### config.mk
export PLATFORM = sky130hd
export DESIGN_NAME = pueo_trig_gate_flat
export DESIGN_NICKNAME = d
export VERILOG_FILES = /design/src/rtl/pueo_trig_gate_if.sv /design/src/rtl/pueo_trig_gate.sv /design/src/flat_wrapper.sv
export SDC_FILE = /design/constraint.sdc
export NUM_CORES = 1
export LEC_CHECK = 0
export CAP_MARGIN = 20
export CELL_PAD_IN_SITES_DETAIL_PLACEMENT = 0
export CELL_PAD_IN_SITES_GLOBAL_PLACEMENT = 1
export CORE_ASPECT_RATIO = 1.2
export CORE_UTILIZATION = 28
export DETAILED_ROUTE_END_ITERATION = 10
export MAX_ROUTING_LAYER = met4
export PLACE_DENSITY = 0.61
export SLEW_MARGIN = 20
export SYNTH_ARGS = -nofsm -noshare
export SYNTH_HDL_FRONTEND = slang
export SYNTH_SLANG_ARGS = --single-unit
### constraint.sdc
create_clock -name clk_i -period 5.8 [get_ports clk_i]
set_clock_uncertainty 0.15 [all_clocks]
set_input_delay 1.16 -clock clk_i [delete_from_list [all_inputs] [get_ports clk_i]]
set_output_delay 1.16 -clock clk_i [all_outputs]
set_load 0.01 [all_outputs]
### src/rtl/pueo_trig_gate_if.sv
// pueo_trig_gate_if
//   Bundles the level-two trigger control inputs and the gate/status outputs of
//   the trigger acceptance controller. Clock and reset are kept outside.
//   master : drives ce/run/trig/holdoff_len/evdone, observes gates and status.
//   slave  : the acceptance controller itself.
// Signals:
//   ce_i           clock enable shared with the level-two trigger
//   run_i          run enable level
//   trig_i         master trigger, single-cycle pulse
//   holdoff_len_i  holdoff length in ce ticks, minus one
//   evdone_i       single-cycle pulse, one event buffer freed
//   holdoff_o      holdoff gate
//   dead_o         dead gate
//   event_num_o    number of the most recently accepted event
//   outstanding_o  accepted events not yet freed
//   deadtime_o     saturating count of gated ce ticks while running
//   err_o          sticky error flag
interface pueo_trig_gate_if #(
    parameter int NBUF     = 16,
    parameter int CNT_BITS = 32
);
    localparam int OUT_BITS = $clog2(NBUF + 1);

    logic                ce_i;
    logic                run_i;
    logic                trig_i;
    logic [15:0]         holdoff_len_i;
    logic                evdone_i;
    logic                holdoff_o;
    logic                dead_o;
    logic [CNT_BITS-1:0] event_num_o;
    logic [OUT_BITS-1:0] outstanding_o;
    logic [CNT_BITS-1:0] deadtime_o;
    logic                err_o;

    modport master (
        output ce_i, run_i, trig_i, holdoff_len_i, evdone_i,
        input  holdoff_o, dead_o, event_num_o, outstanding_o, deadtime_o, err_o
    );

    modport slave (
        input  ce_i, run_i, trig_i, holdoff_len_i, evdone_i,
        output holdoff_o, dead_o, event_num_o, outstanding_o, deadtime_o, err_o
    );
endinterface

### src/rtl/pueo_trig_gate.sv
// pueo_trig_gate
//   Trigger acceptance controller for the level-two trigger path. Accepts
//   master triggers while armed, produces the holdoff and dead gates back to
//   the level-two block, and tracks run state, event numbering, outstanding
//   event buffers and accumulated deadtime.
// Ports:
//   clk_i   system clock
//   rstn_i  asynchronous active-low reset
//   tg      pueo_trig_gate_if.slave: control inputs, gates and status outputs
// All outputs come straight from flops.
module pueo_trig_gate #(
    parameter int NBUF     = 16,
    parameter int CNT_BITS = 32
) (
    input  logic             clk_i,
    input  logic             rstn_i,
    pueo_trig_gate_if.slave  tg
);
    localparam int OUT_BITS = $clog2(NBUF + 1);
    localparam logic [OUT_BITS-1:0] FULL = OUT_BITS'(NBUF);

    localparam logic [1:0] ST_STOP    = 2'd0;
    localparam logic [1:0] ST_ARMED   = 2'd1;
    localparam logic [1:0] ST_HOLDOFF = 2'd2;

    logic [1:0]          state_q, state_d;
    logic [15:0]         hcnt_q, hcnt_d;
    logic [CNT_BITS-1:0] evnum_q, evnum_d;
    logic [CNT_BITS-1:0] dtime_q, dtime_d;
    logic [OUT_BITS-1:0] outst_q, outst_d;
    logic                err_q, err_d;
    logic                holdoff_q;
    logic                dead_q;
    logic                accept;
    logic                dec;
    logic                run_start;

    always_comb begin
        // dead_q already reflects STOP or full buffers for this cycle
        accept    = tg.trig_i && (state_q == ST_ARMED) && !dead_q && tg.run_i;
        dec       = tg.evdone_i && (outst_q != '0);
        run_start = (state_q == ST_STOP) && tg.run_i;

        state_d = state_q;
        hcnt_d  = hcnt_q;
        if (!tg.run_i) begin
            // run drop wins over everything, including a holdoff in progress
            state_d = ST_STOP;
            hcnt_d  = '0;
        end else begin
            case (state_q)
                ST_STOP:  state_d = ST_ARMED;
                ST_ARMED: begin
                    if (accept) begin
                        state_d = ST_HOLDOFF;
                        hcnt_d  = tg.holdoff_len_i;
                    end
                end
                ST_HOLDOFF: begin
                    if (tg.ce_i) begin
                        if (hcnt_q == '0) state_d = ST_ARMED;
                        else              hcnt_d  = hcnt_q - 16'd1;
                    end
                end
                default: state_d = ST_STOP;
            endcase
        end

        outst_d = outst_q;
        case ({accept, dec})
            2'b10:   outst_d = outst_q + 1'b1;
            2'b01:   outst_d = outst_q - 1'b1;
            default: outst_d = outst_q;
        endcase

        evnum_d = evnum_q;
        if (run_start)   evnum_d = '0;
        else if (accept) evnum_d = evnum_q + 1'b1;

        dtime_d = dtime_q;
        if (run_start)
            dtime_d = '0;
        else if ((state_q != ST_STOP) && tg.ce_i && (holdoff_q || dead_q) && (dtime_q != '1))
            dtime_d = dtime_q + 1'b1;

        // clear on run start, but a same-cycle fault still registers
        err_d = run_start ? 1'b0 : err_q;
        if ((tg.trig_i && !accept) || (tg.evdone_i && (outst_q == '0)))
            err_d = 1'b1;
    end

    always_ff @(posedge clk_i or negedge rstn_i) begin
        if (!rstn_i) begin
            state_q   <= ST_STOP;
            hcnt_q    <= '0;
            evnum_q   <= '0;
            dtime_q   <= '0;
            outst_q   <= '0;
            err_q     <= 1'b0;
            holdoff_q <= 1'b0;
            dead_q    <= 1'b1;
        end else begin
            state_q   <= state_d;
            hcnt_q    <= hcnt_d;
            evnum_q   <= evnum_d;
            dtime_q   <= dtime_d;
            outst_q   <= outst_d;
            err_q     <= err_d;
            holdoff_q <= (state_d == ST_HOLDOFF);
            dead_q    <= (state_d == ST_STOP) || (outst_d == FULL);
        end
    end

    assign tg.holdoff_o     = holdoff_q;
    assign tg.dead_o        = dead_q;
    assign tg.event_num_o   = evnum_q;
    assign tg.outstanding_o = outst_q;
    assign tg.deadtime_o    = dtime_q;
    assign tg.err_o         = err_q;
endmodule

### src/flat_wrapper.sv
// flat-port wrapper written by rule: the top's interface ports become plain ports
module pueo_trig_gate_flat 
#(
    parameter int NBUF     = 16,
    parameter int CNT_BITS = 32
)
  (clk_i, rstn_i, tg_ce_i, tg_run_i, tg_trig_i, tg_holdoff_len_i, tg_evdone_i, tg_holdoff_o, tg_dead_o, tg_event_num_o, tg_outstanding_o, tg_deadtime_o, tg_err_o);
  pueo_trig_gate_if #(.NBUF(NBUF), .CNT_BITS(CNT_BITS)) tg_i ();
  input  logic clk_i;
  input  logic rstn_i;
  input wire logic [$bits(tg_i.ce_i)-1:0] tg_ce_i;
  input wire logic [$bits(tg_i.run_i)-1:0] tg_run_i;
  input wire logic [$bits(tg_i.trig_i)-1:0] tg_trig_i;
  input wire logic [$bits(tg_i.holdoff_len_i)-1:0] tg_holdoff_len_i;
  input wire logic [$bits(tg_i.evdone_i)-1:0] tg_evdone_i;
  output wire logic [$bits(tg_i.holdoff_o)-1:0] tg_holdoff_o;
  output wire logic [$bits(tg_i.dead_o)-1:0] tg_dead_o;
  output wire logic [$bits(tg_i.event_num_o)-1:0] tg_event_num_o;
  output wire logic [$bits(tg_i.outstanding_o)-1:0] tg_outstanding_o;
  output wire logic [$bits(tg_i.deadtime_o)-1:0] tg_deadtime_o;
  output wire logic [$bits(tg_i.err_o)-1:0] tg_err_o;
  assign tg_i.ce_i = tg_ce_i;
  assign tg_i.run_i = tg_run_i;
  assign tg_i.trig_i = tg_trig_i;
  assign tg_i.holdoff_len_i = tg_holdoff_len_i;
  assign tg_i.evdone_i = tg_evdone_i;
  assign tg_holdoff_o = tg_i.holdoff_o;
  assign tg_dead_o = tg_i.dead_o;
  assign tg_event_num_o = tg_i.event_num_o;
  assign tg_outstanding_o = tg_i.outstanding_o;
  assign tg_deadtime_o = tg_i.deadtime_o;
  assign tg_err_o = tg_i.err_o;
  pueo_trig_gate #(.NBUF(NBUF), .CNT_BITS(CNT_BITS)) u_core (.clk_i(clk_i), .rstn_i(rstn_i), .tg(tg_i));
endmodule
==> results.py <==
metrics = {
    "cts": {
        "root_buffer": "sky130_fd_sc_hd__clkbuf_16",
        "cts.reportedPaths.clkPinSlew_ns": 0.07,
        "clk-insertion-delay-late_ns": 0.35,
        "tritoncts": "done",
        "hold_fix_buffers_at_cts": 0,
        "cts_setup_buffers": 0,
        "post_cts_resized": 0,
        "cts_num_sinks": 90,
        "cts_buffer_depth": 2,
        "cts_inserted_buffers": 9,
        "cts_max_level": 3,
    },
    "timing": {
        "timing.slew.headroom_pct": 33.64,
        "rsz0062_at_grt": "no",
        "setup-tns-final_ns": 0,
        "fin_worst_hold_slack_ns": 0.3525,
        "final-max-slew-violation-count": 0,
        "final_min_period_over_clock_period_pct": 65.44,
        "final-hold-violation-count": 0,
        "finalSetupViolCount": 0,
        "max_freq_ghz": 0.2635,
        "period_minus_slack_ns": 3.796,
        "setup_slack_ns": 2.004,
        "tightest_slew_ns": 0.9947,
    },
    "synthesis": {
        "syn-mean-instance-area_um2": 9.085,
        "synthDistinctLibCells": 65,
        "dominantRegCellSynth": "sky130_fd_sc_hd__dfrtp_1",
        "synth.ff_latch_count": 90,
        "netlist.area_leader.share_pct": 44.09,
        "synth.area.top_cells": "sky130_fd_sc_hd__dfrtp_1 (44%), sky130_fd_sc_hd__xnor2_1 (5.0%), sky130_fd_sc_hd__a21oi_1 (4.3%)",
        "synth-edff-count": 0,
        "netlist.top_cell.by_area": "sky130_fd_sc_hd__dfrtp_1",
        "ys_async_sr_fraction_pct": 100.0,
        "yosysSeqAreaShare_pct": 44.61,
        "synth_warnings": 0,
        "net_count_synth": 585,
        "synthCells": 556,
        "syn-cell-area_um2": 5051,
    },
    "route": {
        "routed_wirelength_mm": 14.25,
        "wl_per_cell_um": 16.61,
        "avgViaCountPerCell": 5.326,
        "postRouteAntennaNets": 0,
        "remaining_drc_errors": 0,
        "dr.pass1.iters": 4,
        "vias": 4570,
        "first_iter_violations": 213,
    },
    "floorplanning": {
        "io_pins": 94,
        "effective_utilization_at_floorplan_pct": 28.74,
        "num_rows": 53,
        "fp.dieW_um": 124.6,
        "chipHeight_um": 149.1,
        "fp.dieArea_um2": 18580,
        "floorplan.core_area_um2": 17570,
    },
    "finish": {
        "layout.cells.most_common": "sky130_fd_sc_hd__clkdlybuf4s50_1",
        "post_route_cells_drive_above_1_share_pct": 6.270,
        "fillCellCount": 1769,
        "mostFrequentLayoutCells": "sky130_fd_sc_hd__clkdlybuf4s50_1 (92), sky130_fd_sc_hd__dfrtp_1 (89), sky130_fd_sc_hd__nor2_1 (46), sky130_fd_sc_hd__a21oi_1 (43), sky130_fd_sc_hd__nand2_1 (40)",
        "finalNetCount": 662,
        "layoutNonFillerInstCount": 858,
        "areaGrowthSynthToFinish_pct": 28.36,
        "antennaDiodeCount": 0,
    },
    "worst_setup_path": {
        "cp_max_fo": 14,
        "timing.reg2reg.worst_path_depth": 5,
        "end_kind": "flip-flop",
        "timing.setup.critical_path_class": "input pin to flip-flop",
        "worst-endpoint-required_ns": 5.93,
        "timing.critical_path.arrival_ns": 3.93,
        "critPathLaunch": "tg_run_i",
        "r2r-start": "u_core.hcnt_q[6]",
        "timing.critical_path.from_type": "input pin",
    },
    "pwr": {
        "share_comb_of_total_power_pct": 18.5,
        "power_switching_share_pct": 28.72,
        "power_per_standard_cell_area_nw_per_um2": 256.1,
        "p_int_mw": 1.184,
        "clock_power_share_pct": 37.4,
        "power.ir.vdd_worst_mv": 0.2087,
        "switching_power_uw": 476.9,
        "power_leakage_nw": 2.414,
        "seqPwrFrac_pct": 44.1,
    },
    "flow_run": {
        "max_cap_viol_count": 0,
    },
    "min_path": {
        "whs_path_depth": 1,
        "hold_path.startpoint": "u_core.hcnt_q[12]",
        "worst_hold_path_type": "flip-flop to flip-flop",
    },
    "grt": {
        "via_count_of_the_first_global_routing_pass": 4622,
        "grt_antenna_before_repair": 0,
        "grt_first_pass_wirelength_mm": 23.84,
        "grt_start_max_net_pins": 47,
        "grt_use_total_pct": 16.51,
        "overflow": 0,
    },
    "placed_design": {
        "placed_cells_incl_taps": 842,
        "post-dp-hpwl_mm": 9.945,
        "globalplace.congestion": 0.7635,
        "pre_cts_ws_ns": 1.665,
        "numPortBuffers": 93,
    },
    "status": {
        "status": "finished, final reports clean",
    },
}
## cells in the mapped netlist (all sizes together), types with 15 or more instances
master and n:
xnor2 29, nor4 17, nor3 24, o21ai 40, clkbuf 24, nand3 23
nand4 20, dfrtp 89, or3 23, inv 16, or4 15, nor2 46
nand2 40, a21oi 43
## power by group through the flow
stage / Sequential, mW / Combinational, mW / Clock (mW)
floorplan: 0.731 / 0.181 / 0
global placement: 0.740 / 0.304 / 0
detailed placement: 0.743 / 0.310 / 0
CTS: 0.731 / 0.312 / 0.646
global route: 0.740 / 0.342 / 0.664
finish: 0.732 / 0.308 / 0.621
## final timing paths
kind | to | slack (ns)
worst max-delay path | u_core.tg.dead_o | 2.00
worst min-delay path | u_core.hcnt_q[12] | 0.35
worst max register to register | u_core.hcnt_q[2] | 2.78
worst min register to register | u_core.hcnt_q[12] | 0.35
max in group asynchronous | u_core.tg.event_num_o[25] | 3.80
min in group asynchronous | u_core.hcnt_q[6] | 0.67
## per-layer routing
metal  GRT usage, %  up-vias  share of wire (%)
li1               -     2225                  -
met2          27.51       83                 50
met1          20.45     2254                 46
met5              -        -                  0
met3          2.905        8                3.4
met4          4.880        0               0.81
## kinds of logic after synthesis
kind of cell             count (synthesis)  synth area share (%)
XOR/XNOR                                34                 5.895
flip-flops                              90                 44.61
AO/OA/AOI/OAI                          138                 17.32
AND/OR/NAND/NOR                        235                 25.54
buffers and inverters                   47                 3.889
multiplexers                             5                 1.016
adder cells (fa/ha/maj)                  7                 1.734
## flip-flops by register name (all words and copies together) (netlist names)
signal	flops
u_core.hcnt_q	16
u_core.tg.dead_o	1
u_core.tg.outstanding_o	5
u_core.tg.holdoff_o	1
u_core.tg.deadtime_o	32
u_core.tg.event_num_o	32
u_core.tg.err_o	1
u_core.state_q	2
## area by class of cell
type | count | area [um^2] | area share, %
clock buffer | 12 | 266.5 | 4.110
clock inverter | 4 | 48.80 | 0.7526
inverter | 16 | 60.06 | 0.9263
multi-input combinational | 419 | 2609 | 40.24
sequential | 90 | 2253 | 34.75
tap | 220 | 275.3 | 4.245
timing repair buffer | 97 | 970.9 | 14.97
## stage by stage
step	cell area (um^2)	total power, mW	util, %
after CTS	6481	1.689	36.88
after global routing	6484	1.746	36.90
final	6484	1.661	36.90
after floorplan	5051	0.9127	-
after global placement	6166	1.044	35.09
after detailed placement	6166	1.053	35.09
## critical path, stage by stage
cell and delay (ns):
sky130_fd_sc_hd__clkdlybuf4s50_1 0.77, sky130_fd_sc_hd__nand2_1 0.33, sky130_fd_sc_hd__ha_1 0.37, sky130_fd_sc_hd__xor2_1 0.17, sky130_fd_sc_hd__ha_1 0.22, sky130_fd_sc_hd__a21oi_1 0.18, sky130_fd_sc_hd__mux2i_1 0.24, sky130_fd_sc_hd__xnor2_1 0.15
sky130_fd_sc_hd__nor3_1 0.09, sky130_fd_sc_hd__a31o_2 0.24
Note: power is estimated with default switching activity, not from simulation.
